<file path="config.mk">
export PLATFORM = sky130hd
export DESIGN_NAME = min_packet_arbiter
export DESIGN_NICKNAME = d
export VERILOG_FILES = /design/src/rtl/min_packet_arbiter.sv
export SDC_FILE = /design/constraint.sdc
export NUM_CORES = 1
export LEC_CHECK = 0
export ABC_AREA = 1
export BUFFER_PORTS_ARGS = -buffer_cell sky130_fd_sc_hd__buf_2
export CAP_MARGIN = 20
export CELL_PAD_IN_SITES_DETAIL_PLACEMENT = 1
export CELL_PAD_IN_SITES_GLOBAL_PLACEMENT = 2
export CORE_MARGIN = 2
export CORE_UTILIZATION = 29
export DETAILED_ROUTE_END_ITERATION = 10
export MAX_ROUTING_LAYER = met4
export PLACE_DENSITY = 0.75
export SLEW_MARGIN = 30
export SYNTH_ARGS = -nofsm -noshare
export SYNTH_HDL_FRONTEND = slang
export SYNTH_SLANG_ARGS = --single-unit
</file>
<file path="constraint.sdc">
create_clock -name i_clk -period 4.1 [get_ports i_clk]
set_input_delay 0.41 -clock i_clk [delete_from_list [all_inputs] [get_ports i_clk]]
set_output_delay 0.41 -clock i_clk [all_outputs]
set_load 0.05 [all_outputs]
</file>
<file path="src/rtl/min_packet_arbiter.sv">
// min_packet_arbiter: round-robin sharing of one MIN packet framer between N_REQ sources,
// with per-source request snapshots, overrun flags and a framer-start timeout.
module min_packet_arbiter #(
  parameter int N_REQ          = 2,
  parameter int N_DATA_BYTE    = 4,
  parameter int TIMEOUT_CYCLES = 16
) (
  input  logic                             i_clk,
  input  logic                             i_rst,
  input  logic                             i_en,
  input  logic [N_REQ-1:0]                 i_req,
  input  logic [8*N_REQ-1:0]               i_id,
  input  logic [8*N_DATA_BYTE*N_REQ-1:0]   i_data,
  input  logic                             i_busy,
  input  logic                             i_clr,
  output logic                             o_start,
  output logic [7:0]                       o_id,
  output logic [8*N_DATA_BYTE-1:0]         o_data,
  output logic [N_REQ-1:0]                 o_grant,
  output logic [N_REQ-1:0]                 o_pending,
  output logic [N_REQ-1:0]                 o_overrun,
  output logic                             o_timeout,
  output logic                             o_idle
);
  localparam int DW = 8 * N_DATA_BYTE;
  localparam int PW = N_REQ > 1 ? $clog2(N_REQ) : 1;
  localparam int CW = $clog2(TIMEOUT_CYCLES + 1);

  typedef enum logic [1:0] {IDLE, START, WAIT_BUSY, WAIT_DONE} state_t;

  state_t            state_q, state_d;
  logic              start_q, start_d;
  logic [7:0]        id_q, id_d;
  logic [DW-1:0]     data_q, data_d;
  logic [N_REQ-1:0]  grant_q, grant_d;
  logic [N_REQ-1:0]  pending_q, pending_d;
  logic [N_REQ-1:0]  overrun_q, overrun_d;
  logic              timeout_q, timeout_d;
  logic [PW-1:0]     ptr_q, ptr_d;
  logic [CW-1:0]     cnt_q, cnt_d;
  logic [7:0]        snap_id_q [N_REQ];
  logic [7:0]        snap_id_d [N_REQ];
  logic [DW-1:0]     snap_data_q [N_REQ];
  logic [DW-1:0]     snap_data_d [N_REQ];

  logic [N_REQ-1:0]  rot;
  logic [PW-1:0]     off, sel;
  logic [PW:0]       sum;
  logic              go;

  // Rotate pending so the RR pointer sits at bit 0, take the lowest set bit, rotate back.
  always_comb begin
    rot = N_REQ'({pending_q, pending_q} >> ptr_q);
    off = '0;
    for (int i = N_REQ - 1; i >= 0; i--) if (rot[i]) off = PW'(i);
    sum = {1'b0, ptr_q} + {1'b0, off};
    sel = sum >= (PW + 1)'(N_REQ) ? PW'(sum - (PW + 1)'(N_REQ)) : PW'(sum);
    go  = state_q == IDLE && i_en && |pending_q;
  end

  always_comb begin
    state_d     = state_q;
    start_d     = go;
    id_d        = id_q;
    data_d      = data_q;
    grant_d     = grant_q;
    ptr_d       = ptr_q;
    cnt_d       = cnt_q;
    pending_d   = pending_q;
    overrun_d   = i_clr ? '0 : overrun_q;
    timeout_d   = i_clr ? 1'b0 : timeout_q;
    snap_id_d   = snap_id_q;
    snap_data_d = snap_data_q;
    case (state_q)
      IDLE: if (go) begin
        state_d        = START;
        id_d           = snap_id_q[sel];
        data_d         = snap_data_q[sel];
        grant_d        = '0;
        grant_d[sel]   = 1'b1;
        pending_d[sel] = 1'b0;
        ptr_d          = sel == PW'(N_REQ - 1) ? '0 : sel + 1'b1;
      end
      START: begin
        state_d = WAIT_BUSY;
        cnt_d   = '0;
      end
      WAIT_BUSY: if (i_busy) state_d = WAIT_DONE;
      else begin
        cnt_d = cnt_q + 1'b1;
        if (cnt_d == CW'(TIMEOUT_CYCLES)) begin
          timeout_d = 1'b1;
          grant_d   = '0;
          state_d   = IDLE;
        end
      end
      default: if (!i_busy) begin
        grant_d = '0;
        state_d = IDLE;
      end
    endcase
    // A request landing on its own grant edge re-arms pending instead of overrunning.
    for (int k = 0; k < N_REQ; k++) if (i_req[k]) begin
      if (pending_q[k] && !(go && sel == PW'(k))) overrun_d[k] = 1'b1;
      pending_d[k]   = 1'b1;
      snap_id_d[k]   = i_id[8*k +: 8];
      snap_data_d[k] = i_data[DW*k +: DW];
    end
  end

  always_ff @(posedge i_clk or posedge i_rst)
    if (i_rst) begin
      state_q   <= IDLE;
      start_q   <= 1'b0;
      id_q      <= '0;
      data_q    <= '0;
      grant_q   <= '0;
      pending_q <= '0;
      overrun_q <= '0;
      timeout_q <= 1'b0;
      ptr_q     <= '0;
      cnt_q     <= '0;
      for (int k = 0; k < N_REQ; k++) begin
        snap_id_q[k]   <= '0;
        snap_data_q[k] <= '0;
      end
    end else begin
      state_q     <= state_d;
      start_q     <= start_d;
      id_q        <= id_d;
      data_q      <= data_d;
      grant_q     <= grant_d;
      pending_q   <= pending_d;
      overrun_q   <= overrun_d;
      timeout_q   <= timeout_d;
      ptr_q       <= ptr_d;
      cnt_q       <= cnt_d;
      snap_id_q   <= snap_id_d;
      snap_data_q <= snap_data_d;
    end

  assign o_start   = start_q;
  assign o_id      = id_q;
  assign o_data    = data_q;
  assign o_grant   = grant_q;
  assign o_pending = pending_q;
  assign o_overrun = overrun_q;
  assign o_timeout = timeout_q;
  assign o_idle    = state_q == IDLE;
endmodule
</file>
Word-level counts from Yosys, hierarchy flattened
Index checks and enable logic that the tools add are counted.
{"block": "totals", "reg_bits": 136, "latchBits": 0, "ram_bits": 0, "rom_bits": 0, "out_inout_bits": 49, "elab_cells": 95, "n_memories": 0}
{"block": "op_classes", "n_addsub": 4, "mul": 0, "div": 0, "magnitude_cmp": 4, "eq_ne": 9, "n_shift": 1, "muxes": 35, "bitwise": 5, "n_reduce_logical": 22}
{"operator": "2-to-1 mux 32 bit", "count": 3}
{"operator": "2-to-1 mux 8 bit", "count": 3}
{"operator": "2-to-1 mux 2 bit", "count": 9}
{"operator": "2-to-1 mux 1 bit", "count": 15}
{"operator": "case mux 2 bit (3 select lines)", "count": 2}
{"operator": "case mux 5 bit (2 select lines)", "count": 1}
{"operator": "nonzero test 2 bit", "count": 5}
{"operator": "AND reduction 2 bit", "count": 4}
{"operator": "logical AND 1 bit", "count": 7}
{"operator": "adder 5 x 1 -> 5 bit, second input constant", "count": 1}
{"operator": "equality test 5 bit, second input constant", "count": 1}
{"operator": "2-to-1 mux 5 bit", "count": 1}
{"operator": "AND reduction 5 bit", "count": 1}
{"operator": ">= comparator 2 bit, second input constant", "count": 2}
{"operator": "inequality test 2 x 1 -> 1 bit, second input constant", "count": 2}
{"operator": "inequality test 2 bit, second input constant", "count": 2}
{"operator": "inequality test 4 x 1 -> 1 bit, second input constant", "count": 1}
{"operator": ">> shifter 4 x 1 -> 2 bit", "count": 1}
{"operator": "inequality test 3 bit, second input constant", "count": 1}
{"operator": "AND reduction 3 bit", "count": 1}
{"operator": "adder 1 x 1 -> 2 bit", "count": 1}
{"operator": "bitwise AND 2 bit", "count": 1}
{"operator": "equality test 2 x 1 -> 1 bit, second input constant", "count": 1}
{"operator": "equality test 2 bit, second input constant", "count": 1}
{"operator": "11 further kinds", "count": 13}

Logic depth before layout (Yosys ltp)
{"block": "logic_depth", "ltp_word": 15, "mapped_depth": 9}

Worst setup path after synthesis
Ideal clock, no wire load.
{"block": "synth_path", "path_kind": "reg2reg", "start": "reg state_q[0]", "end": "reg grant_q[0] (netlist: o_grant[0])", "t_arrival_ns": 1.891, "path_slack_ns": 2.090, "stages_incl_launch_ff": 10, "path_buffers": 0, "cell_sequence": "dfrtp_1 inv_1 ha_1 nand2_1 a21oi_4 inv_4 a21oi_1 nand2_1 nand2_1 nand2_1"}
{"block": "synth_between", "elab_chain_len": 5, "elab_cells_between_ends": 12}
{"element": "start, declared", "line_no": "31", "rtl": "state_t state_q, state_d;"}
{"element": "start signal, assigned", "line_no": "128", "rtl": "state_q <= state_d;"}
{"element": "logical NOT 2 bit"}
{"element": "named net o_idle", "line_no": "23", "rtl": "output logic o_idle"}
{"element": "logical AND 1 bit (2 in series)", "line_no": "58", "rtl": "go = state_q == IDLE && i_en && |pending_q;"}
{"element": "named net go", "line_no": "49", "rtl": "logic go;"}
{"element": "inequality test 2 x 1 -> 1 bit (no source line)"}
{"element": "AND reduction 5 bit (no source line)"}
{"element": "end signal, assigned", "line_no": "132", "rtl": "grant_q <= grant_d;"}
{"element": "end, declared", "line_no": "35", "rtl": "logic [N_REQ-1:0] grant_q, grant_d;"}
The timed path passes the listed nets, and every way through them passes these cells.
A chain may end at the register's enable or synchronous reset.

Worst setup path in the final report
{"block": "layout_path", "start": "reg state_q[0]", "end": "reg id_q[4] (netlist: o_id[4])"}
{"block": "layout_between", "elab_chain_len": 4}
{"element": "logical NOT 2 bit", "line_no": "58"}
{"element": "logical AND 1 bit (2 in series)", "line_no": "58"}
{"element": "named net go", "line_no": "49"}
{"element": "AND reduction 2 bit (no source line)"}
{"element": "end signal, assigned", "line_no": "130", "rtl": "id_q <= id_d;"}
{"element": "end, declared", "line_no": "33", "rtl": "logic [7:0] id_q, id_d;"}
The timed path passes the listed nets, and every way through them passes these cells.

==> results_dict.tcl <==
set metrics [dict create \
    drt-met1-wl_um 7350 \
    antenna_found_initial 2 \
    die_y_um 144 \
    fin_area_um2 7190 \
    dr_total_vias 4666 \
    r2r_cells 8 \
    drt_pass1_iterations 4 \
    syn2layout_area_growth_pct 26.3 \
    dieArea_um2 20800 \
    io_buffers 135 \
    crit_top_cell "nand2_1" \
    hold-worst-slack_ns 0.108 \
    cts-resized-gates 0 \
    final_layout_size_suffix_gt1_share_pct 26.1 \
    die_x_um 144 \
    slew_viol_final 0 \
    layout_commonest_cell "nand2_1" \
    worstReg2RegStart "state_q[0]$_DFFE_PP0P_" \
    min_period_ns 2.40 \
    grt_pass1_wl_um 26000 \
    crit_type "reg2reg" \
    yosysWarnings 0 \
    synth.area.top_cells "dfrtp_1 60%, nand2_1 20%, o211ai_2 5.3%, o21ai_0 3.5%, inv_1 3.0%" \
    syn_area_um2 5690 \
    switching_share_pct 41.2 \
    fmax_mhz 416 \
    p_switching_mw 2.16 \
    clkPwrFrac_pct 29.2 \
    clk_path_buf_depth 2 \
    initial_core_util_pct 29.4 \
    clkTransAtPathRegs_ns 0.06 \
    dr_wl_met2_um 7830 \
    synth-main-ff-cell "dfrtp_1" \
    cp_max_fo 44 \
    critPathSlowestCell "nor2_8" \
    postRouteAntennaNets 0 \
    fin_nets 846 \
    highest_layer "met4" \
    pwr_density_cell_nw_per_um2 730 \
    cts_tree "yes" \
    cts.sinks 136 \
    clk-insertion-delay-late_ns 0.42 \
    grt-ovfl-total 0 \
    hold_buffers 0 \
    grt_usage_pct 17.0 \
    ys_ff_latch 136 \
    worst_setup_path_start_kind "flop" \
    io_pins 136 \
    p_seq_share_pct 35.0 \
    utilization_pct 37.2 \
    cp-end-kind "flop" \
    cts_buffers 17 \
    crit_arrival_ns 2.75 \
    post-cts-setup-buffers 0 \
    drv_cap 0 \
    mostFrequentLayoutCells "296 x nand2_1, 136 x dfrtp_1, 134 x buf_2, 45 x inv_1, 40 x o21ai_0" \
    routedWlPerCell_um 15.7 \
    outcome "finished clean" \
    crit_chain "inv_1 -> ha_1 -> nand2_1 -> a21oi_4 -> inv_4 -> nor2_8 -> nand2_1 -> nand3_1" \
    min_path_type "in2async" \
    drtIter0Drc 217 \
    hold_viol_final 0 \
    place.gp.congestion 0.753 \
    vias_per_cell 4.51 \
    async_flop_share_pct 100 \
    grt_max_degree 73 \
    synth_cells 624 \
    p_int_mw 3.09 \
    tns_ns 0 \
    worst_slew_pin_slew_ns 0.869 \
    syn_area_per_cell_um2 9.12 \
    fin_crit_sh_pct 58.6 \
    ys_types 25 \
    core_um2 19300 \
    finClkSkew_ns 0.00873 \
    synth_top_area_share_pct 59.8 \
    yosysTopAreaCell "dfrtp_1" \
    timing.rr.end "o_id[4]$_DFFE_PP0P_" \
    cts-root-buf "clkbuf_16" \
    grt_pass1_vias 5131 \
    setup_viol 0 \
    drcViolationCount 0 \
    rrSetupSlack_ns 1.70 \
    cp.required_ns 4.45 \
    synth-edff-count 0 \
    synthesis.nets 716 \
    rsz0062_at_grt "false" \
    wl_met3_um 696 \
    pre_cts_ws_ns 1.67 \
    ir_worst_vdd_mv 0.311 \
    combinationalPowerShare_pct 35.9 \
    max_stage_delay_ns 0.59 \
    seq_area_frac_synth_pct 59.8 \
    layout_setup_ws_ns 1.70 \
    fp-row-count 51 \
    relSlewSlack_pct 42.0 \
    place_area_um2 6590 \
    dp_hpwl_um 11000 \
    p_leak_nw 3.81 \
    htreeDepth 4 \
    routed_wl_um 16300 \
]
## per-stage QoR
step / total power, mW / instances
after floorplan: 3.25 / 624
after global placement: 3.69 / 1000
after detailed placement: 3.76 / 1000
after CTS: 5.32 / 1032
after global routing: 5.55 / 1034
final: 5.25 / 1034
## worst max path at each step
stage,endpoint,startpoint,slack (ns)
final,o_id[4]$_DFFE_PP0P_,state_q[0]$_DFFE_PP0P_,1.70
after detailed placement,o_id[4]$_DFFE_PP0P_,state_q[0]$_DFFE_PP0P_,1.67
after CTS,o_id[4]$_DFFE_PP0P_,state_q[1]$_DFFE_PP0P_,1.66
after global routing,o_id[4]$_DFFE_PP0P_,state_q[1]$_DFFE_PP0P_,1.44
after global placement,o_data[30]$_DFFE_PP0P_,state_q[0]$_DFFE_PP0P_,1.74
after floorplan,cnt_q[0]$_DFFE_PP0P_,i_rst,0.05
## cells in the mapped netlist (2+ instances only)
library cell	instances
ha_1	5
buf_6	4
nand4_1	2
dfrtp_1	136
clkbuf_1	19
buf_2	2
nand2_2	2
o21ai_0	40
o211ai_1	7
o211ai_2	24
nor2_1	2
nand3_1	17
nand2_1	296
a21oi_1	7
o21ai_1	2
inv_1	46
inv_2	3
buf_4	3
## routing by layer
layer / global-route usage [%] / vias to the layer above
met4: 7.22 / 0
met1: 20.6 / 2303
met2: 27.6 / 111
met3: 3.68 / 28
met5: - / -
li1: - / 2224
## flip-flops by register name, indices dropped and copies added, names as in the netlist
| register | count |
|---|---|
| snap_data_q | 64 |
| o_data | 32 |
| snap_id_q | 16 |
| o_id | 8 |
| cnt_q | 5 |
| o_grant | 2 |
| o_overrun | 2 |
| o_pending | 2 |
| state_q | 2 |
| o_start | 1 |
| o_timeout | 1 |
| ptr_q | 1 |
## power by group through the flow
stage	registers (mW)	clock network [mW]	logic, mW
5_1_grt	1.87	1.63	2.05
6_report	1.84	1.53	1.88
2_1_floorplan	2.47	0	0.771
3_5_place_dp	1.85	0	1.91
4_1_cts	1.84	1.57	1.91
3_3_place_gp	1.85	0	1.84
## kinds of logic after synthesis
group / synth area share, %
compound gates: 11.1
fa+ha+maj: 1.10
buf+inv: 6.02
flops: 59.8
simple gates: 22.0
## layout make-up
cell class	instances	area (um2)
diodes	2	5.00
clock buffers	23	468
clock inverters	9	123
fillers	2311	12100
inverters	51	199
multi-input cells	409	1950
flip-flops and latches	136	3400
well taps	265	332
repair buffers	139	708
## worst max-delay path, delay by kind of cell, from the launching register on
kind	cells	cell delay, ns
DFF	1	0.43
AOI/OAI and AO/OA	1	0.23
buffers and inverters	2	0.37
and+or+nand+nor	4	1.02
adders and majority gates	1	0.28
(Power assumes the default switching activity.)
